File: src/rtl/opsum_collector.sv
// opsum_collector: buffers tagged psum beats from the PE array and writes them word by word
// to the output buffer from a programmed base. Define OPSUM_RELU_EN to clamp negative words to 0.
module opsum_collector #(
  parameter int PSUM_DATA_SIZE = 32,
  parameter int OPSUM_NUM      = 4,
  parameter int ROW_LEN        = 4,
  parameter int ID_LEN         = 5,
  parameter int ADDR_W         = 32,
  parameter int FIFO_DEPTH     = 4
) (
  input  logic                                clk,
  input  logic                                rst,
  input  logic                                start,
  input  logic [ADDR_W-1:0]                   base_addr,
  input  logic [15:0]                         total_beats,
  input  logic                                opsum_enable,
  output logic                                opsum_ready,
  input  logic [ROW_LEN-1:0]                  opsum_row_tag,
  input  logic [ID_LEN-1:0]                   opsum_col_tag,
  input  logic [PSUM_DATA_SIZE*OPSUM_NUM-1:0] opsum_value,
  output logic                                mem_we,
  output logic [ADDR_W-1:0]                   mem_addr,
  output logic [PSUM_DATA_SIZE-1:0]           mem_wdata,
  input  logic                                mem_grant,
  output logic [ROW_LEN-1:0]                  last_row_tag,
  output logic [ID_LEN-1:0]                   last_col_tag,
  output logic                                busy,
  output logic                                done
);
  localparam int BEAT_W = PSUM_DATA_SIZE * OPSUM_NUM;
  localparam int PTR_W  = (FIFO_DEPTH > 1) ? $clog2(FIFO_DEPTH) : 1;
  localparam int CNT_W  = PTR_W + 1;
  localparam int K_W    = (OPSUM_NUM > 1) ? $clog2(OPSUM_NUM) : 1;
  localparam int BYTES  = PSUM_DATA_SIZE / 8;

  typedef enum logic [1:0] {IDLE, RUN, DONE} state_t;
  state_t state, state_nxt;

  logic [ADDR_W-1:0] base_q;
  logic [15:0]       total_q;
  logic [15:0]       acc_cnt;
  logic [15:0]       wr_beat;
  logic [K_W-1:0]    k;
  logic [BEAT_W-1:0] fifo_mem [FIFO_DEPTH];
  logic [PTR_W-1:0]  wr_ptr, rd_ptr;
  logic [CNT_W-1:0]  fifo_count;

  logic                             launch, push, pop, grant_fire, last_grant, k_last;
  logic signed [PSUM_DATA_SIZE-1:0] head_elem;
  logic [ADDR_W-1:0]                word_idx;

  function automatic logic [PSUM_DATA_SIZE-1:0] relu_clamp(input logic signed [PSUM_DATA_SIZE-1:0] x);
`ifdef OPSUM_RELU_EN
    relu_clamp = (x < 0) ? '0 : x;
`else
    relu_clamp = x;
`endif
  endfunction

  assign launch      = (state == IDLE) && start && (total_beats != 16'd0);
  assign opsum_ready = (state == RUN) && (fifo_count < CNT_W'(FIFO_DEPTH)) && (acc_cnt < total_q);
  assign push        = opsum_enable && opsum_ready;
  assign mem_we      = (state == RUN) && (fifo_count != '0);
  assign grant_fire  = mem_we && mem_grant;
  assign k_last      = (k == K_W'(OPSUM_NUM - 1));
  assign pop         = grant_fire && k_last;
  assign last_grant  = pop && (wr_beat == total_q - 16'd1);
  assign busy        = (state != IDLE);
  assign done        = (state == DONE);

  // Write path: head element select, optional clamp, address generation (wraps at ADDR_W)
  assign head_elem = fifo_mem[rd_ptr][k*PSUM_DATA_SIZE +: PSUM_DATA_SIZE];
  assign word_idx  = ADDR_W'(wr_beat) * ADDR_W'(OPSUM_NUM) + ADDR_W'(k);
  assign mem_addr  = mem_we ? (base_q + word_idx * ADDR_W'(BYTES)) : '0;
  assign mem_wdata = mem_we ? relu_clamp(head_elem) : '0;

  always_comb begin
    state_nxt = state;
    case (state)
      IDLE:    if (start) state_nxt = (total_beats == 16'd0) ? DONE : RUN;
      RUN:     if (last_grant) state_nxt = DONE;
      DONE:    state_nxt = IDLE;
      default: state_nxt = IDLE;
    endcase
  end

  always_ff @(posedge clk or negedge rst) begin
    if (!rst) begin
      state        <= IDLE;
      acc_cnt      <= '0;
      wr_beat      <= '0;
      k            <= '0;
      wr_ptr       <= '0;
      rd_ptr       <= '0;
      fifo_count   <= '0;
      last_row_tag <= '0;
      last_col_tag <= '0;
    end else begin
      state <= state_nxt;
      if (launch) begin
        acc_cnt    <= '0;
        wr_beat    <= '0;
        k          <= '0;
        wr_ptr     <= '0;
        rd_ptr     <= '0;
        fifo_count <= '0;
      end else begin
        if (push) begin
          wr_ptr       <= wr_ptr + PTR_W'(1);
          acc_cnt      <= acc_cnt + 16'd1;
          last_row_tag <= opsum_row_tag;
          last_col_tag <= opsum_col_tag;
        end
        if (grant_fire) begin
          if (k_last) begin
            k       <= '0;
            rd_ptr  <= rd_ptr + PTR_W'(1);
            wr_beat <= wr_beat + 16'd1;
          end else begin
            k <= k + K_W'(1);
          end
        end
        if (push && !pop)      fifo_count <= fifo_count + CNT_W'(1);
        else if (pop && !push) fifo_count <= fifo_count - CNT_W'(1);
      end
    end
  end

  // Payload storage carries no reset; it is only read behind fifo_count
  always_ff @(posedge clk) begin
    if (launch) begin
      base_q  <= base_addr;
      total_q <= total_beats;
    end
    if (push) fifo_mem[wr_ptr] <= opsum_value;
  end

endmodule

File: config.mk
export PLATFORM = sky130hd
export DESIGN_NAME = opsum_collector
export DESIGN_NICKNAME = d
export VERILOG_FILES = /design/src/rtl/opsum_collector.sv
export SDC_FILE = /design/constraint.sdc
export NUM_CORES = 1
export LEC_CHECK = 0
export CORE_MARGIN = 3
export CORE_UTILIZATION = 25
export DETAILED_ROUTE_END_ITERATION = 7
export GPL_TIMING_DRIVEN = 0
export HOLD_SLACK_MARGIN = 0.08
export MAX_ROUTING_LAYER = met4
export PLACE_DENSITY_LB_ADDON = 0.1
export SLEW_MARGIN = 20
export SYNTH_ARGS = -nofsm -noshare
export SYNTH_HDL_FRONTEND = slang
export SYNTH_SLANG_ARGS = --single-unit
File: constraint.sdc
create_clock -name clk -period 5.8 [get_ports clk]
set_clock_uncertainty 0.05 [all_clocks]
set_input_delay 1.74 -clock clk [delete_from_list [all_inputs] [get_ports clk]]
set_output_delay 1.74 -clock clk [all_outputs]
set_load 0.02 [all_outputs]
==> run metrics <==
outcome completed; Pleak 11.0 nW; most common flop cell mapped by yosys sky130_fd_sc_hd__edfxtp_1; antenna-violating nets left 0; Worst Path Max Fanout 10; post-synth design cell area 0.0254 mm2; most area-hungry cell type in the Yosys netlist sky130_fd_sc_hd__edfxtp_1; kind of critical path register to primary output; Clock Pin Slew Worst Setup and Hold Paths 0.06 ns; Routed WL per cell 23.4 um; kind of start point of the critical path register; synthesis-stage register bit count 612; count of distinct cell types in the synthesized netlist 59; commonest cells in the synthesized netlist sky130_fd_sc_hd__edfxtp_1, sky130_fd_sc_hd__mux4_2, sky130_fd_sc_hd__nand2_1, sky130_fd_sc_hd__nor2_1, sky130_fd_sc_hd__dfrtp_1; Post-synth EDFFs 560; count of H-tree levels built during CTS 3; shortest period the worst path allows 5.61 ns; final total power 14.9 mW; worst supply voltage drop on vdd 300 uV; number of endpoints failing setup at the final stage 0; quantity of hold-fixing buffers added after cts 0; number of placement rows 116; type of destination of the critical path primary output; unrepaired setup endpoints after global routing false; count of final hold-check violations 0; Vias per Instance 4.41; area share of the leading cell type in the synthesized netlist 0.661; largest delay contributor family on the critical path buffers and inverters; post-synthesis sequential area ratio 0.713; cell at the slowest stage of the critical path sky130_fd_sc_hd__clkbuf_2; largest net degree at the start of global routing 48; Least-Margin Pin Slew 1.02 ns; area used by sequential logic in the layout 0.0181 mm2; total number of clock tree sinks 612; reported max-cap violation count 0; Clock Tree Buf Depth 3; vertical die dimension 325 um; Congestion Overflow GR 0; Port-buffer cells 266; post-synthesis net count 1603; Gate Count Post-Synth 1370; Clock Latency Late Sink 0.62 ns; io pins 267; overall die width 325 um; floorplan core area 0.100 mm2; worst min-delay path class register to register; synthesis warning total 0; areal power density over the cells 455 mW/mm2; final-report max-slew violation count 0; footprint of the multi-input gates 0.00703 mm2; overall die area 0.106 mm2; crit path buf inv count 3; DRC violation count after routing 0; CTS tree yes; root buf cell sky130_fd_sc_hd__clkbuf_16; post-layout util 0.326; number of cells after detailed placement 3007; First-pass DRT Iterations 5; maximum cell stage delay along the critical path 0.58 ns; fillers 9835; Arrival @ worst endpoint 3.82 ns; number of buffers inserted during clock tree synthesis 75; wire length of the first global-routing pass 109 mm; required time of the critical path 4.01 ns; ranking of synthesized cells by area sky130_fd_sc_hd__edfxtp_1, sky130_fd_sc_hd__mux4_2, sky130_fd_sc_hd__dfrtp_1; number of DRC markers in iteration 0 872; reg-to-reg setup timing slack 1.64 ns; via count of the first global-routing pass 15100; worst rel slew slack 0.321; async set or reset register ratio after synthesis 0.0850; post-synthesis average cell area 18.6 um2; layout cell share with drive strength beyond 1 0.189; Total Wirelength 74.2 mm; achievable clock frequency 178 MHz; number of nets in the layout 1966; gpl congestion 0.767; GRT Resource Usage Total 0.146; Post-DP HPWL 49.3 mm; non-filler cells, final 3167; post-route setup TNS 0 ns; vias after detailed routing 14000; leading cell type by number of instances after synthesis sky130_fd_sc_hd__edfxtp_1; initial core utilization 0.253; fin crit share 0.968; critical path, cell by cell clkbuf_2, clkbuf_2, mux4_2, mux4_2, and2_1, clkdlybuf4s50_1; number of antenna violations at the first check in global routing 21; synthesis-to-layout area growth 28.9%
-- what timing repair did --
action	CTS	global route
endpoints found under the setup margin	46	8
pin swaps	3	1
gates resized for setup	38	13
buffers inserted	3	3
-- report_power, final --
part           total, mW  leakage, nW  internal (mW)  switching (mW)
Clock               4.56         1.17           2.68            1.87
Combinational       4.94         4.12           2.32            2.61
Sequential          5.41         5.74           5.25           0.154
Total               14.9         11.0           10.3            4.64
-- layout make-up --
| cell class | count | share of cell area |
|---|---|---|
| well taps | 1357 | 0.0518 |
| repair buffers | 286 | 0.0946 |
| clock inverters | 48 | 0.0128 |
| clock buffers | 87 | 0.0596 |
| multi-input cells | 675 | 0.215 |
| plain buffers | 54 | 0.00886 |
| flip-flops and latches | 612 | 0.553 |
| inverters | 29 | 0.00332 |
| diodes | 19 | 0.00145 |
-- worst register-to-register path, cell delays in order, from the launching register on --
cell                       delay [ns]
sky130_fd_sc_hd__edfxtp_1        0.44
sky130_fd_sc_hd__inv_1           0.15
sky130_fd_sc_hd__ha_1            0.26
sky130_fd_sc_hd__a21o_1          0.16
sky130_fd_sc_hd__a21oi_1         0.19
sky130_fd_sc_hd__o211ai_1        0.12
sky130_fd_sc_hd__a211oi_1        0.66
sky130_fd_sc_hd__clkbuf_1        0.46
sky130_fd_sc_hd__and2_4          0.67
sky130_fd_sc_hd__buf_16          0.30
sky130_fd_sc_hd__buf_16          0.30
-- final timing paths --
path | startpoint | to | cells past startpoint
max | rd_ptr[1] | mem_wdata[12] | 6
min | last_col_tag[3] | last_col_tag[3] | 2
max reg2reg | total_q[13] | fifo_mem[2][101] | 10
min reg2reg | last_col_tag[3] | last_col_tag[3] | 2
max in group asynchronous | rst | last_col_tag[3] | 2
min in group asynchronous | rst | wr_beat[9] | 1
-- flip-flops by register name (all words and copies together) (netlist names), 3 cells and up --
| name | flops |
|---|---|
| acc_cnt | 16 |
| last_row_tag | 4 |
| last_col_tag | 5 |
| base_q | 32 |
| fifo_mem | 512 |
| fifo_count | 3 |
| total_q | 16 |
| wr_beat | 16 |
-- layer usage --
metal  up-vias  share of wire  track usage
li1       6277              -            -
met1      7233           0.42        0.180
met2       347           0.49        0.236
met3       107          0.064       0.0430
met4         0          0.022       0.0366
met5         -              0            -
-- kinds of logic (layout without fill, tap and decap cells) --
kind of cell | after synthesis | after routing | share of synthesized area
fa+ha+maj | 43 | 43 | 0.0218
other cells | 0 | 19 | 0
flops | 612 | 612 | 0.713
mux | 162 | 162 | 0.143
simple gates | 286 | 286 | 0.0580
compound gates | 117 | 117 | 0.0297
buf+inv | 83 | 504 | 0.0123
xor+xnor | 67 | 67 | 0.0231
-- stage by stage --
step	setup slack [ns]	cell area, um2	hold WS [ns]
5_1_grt	0.00894	32800	0.472
2_1_floorplan	1.11	25400	0.423
3_3_place_gp	-1.63	29800	0.422
6_report	0.186	32800	0.433
3_5_place_dp	-0.233	30200	0.425
4_1_cts	0.0477	32700	0.439
-- cell usage in the layout, fill, tap and decap left out, types with 13 or more instances in the layout --
master / synthesis / layout
sky130_fd_sc_hd__nor3_1: 13 / 13
sky130_fd_sc_hd__clkbuf_2: 0 / 18
sky130_fd_sc_hd__nand4_1: 19 / 19
sky130_fd_sc_hd__buf_4: 0 / 14
sky130_fd_sc_hd__nand3_1: 19 / 19
sky130_fd_sc_hd__nand2_1: 68 / 68
sky130_fd_sc_hd__xnor2_1: 31 / 31
sky130_fd_sc_hd__clkdlybuf4s50_1: 0 / 258
sky130_fd_sc_hd__mux4_2: 160 / 160
sky130_fd_sc_hd__ha_1: 41 / 41
sky130_fd_sc_hd__dfrtp_1: 52 / 52
sky130_fd_sc_hd__inv_1: 28 / 27
sky130_fd_sc_hd__o21ai_0: 25 / 23
sky130_fd_sc_hd__clkbuf_1: 38 / 25
sky130_fd_sc_hd__edfxtp_1: 560 / 560
sky130_fd_sc_hd__a21oi_1: 35 / 35
sky130_fd_sc_hd__and2_1: 50 / 46
sky130_fd_sc_hd__nor2_1: 60 / 60
sky130_fd_sc_hd__clkbuf_16: 0 / 76
sky130_fd_sc_hd__diode_2: 0 / 19
sky130_fd_sc_hd__clkinv_1: 0 / 22
sky130_fd_sc_hd__and3_1: 19 / 19
sky130_fd_sc_hd__xor2_1: 36 / 36
sky130_fd_sc_hd__buf_16: 0 / 13
sky130_fd_sc_hd__clkinv_2: 0 / 13
No activity file was read; power rests on OpenSTA's default activity.
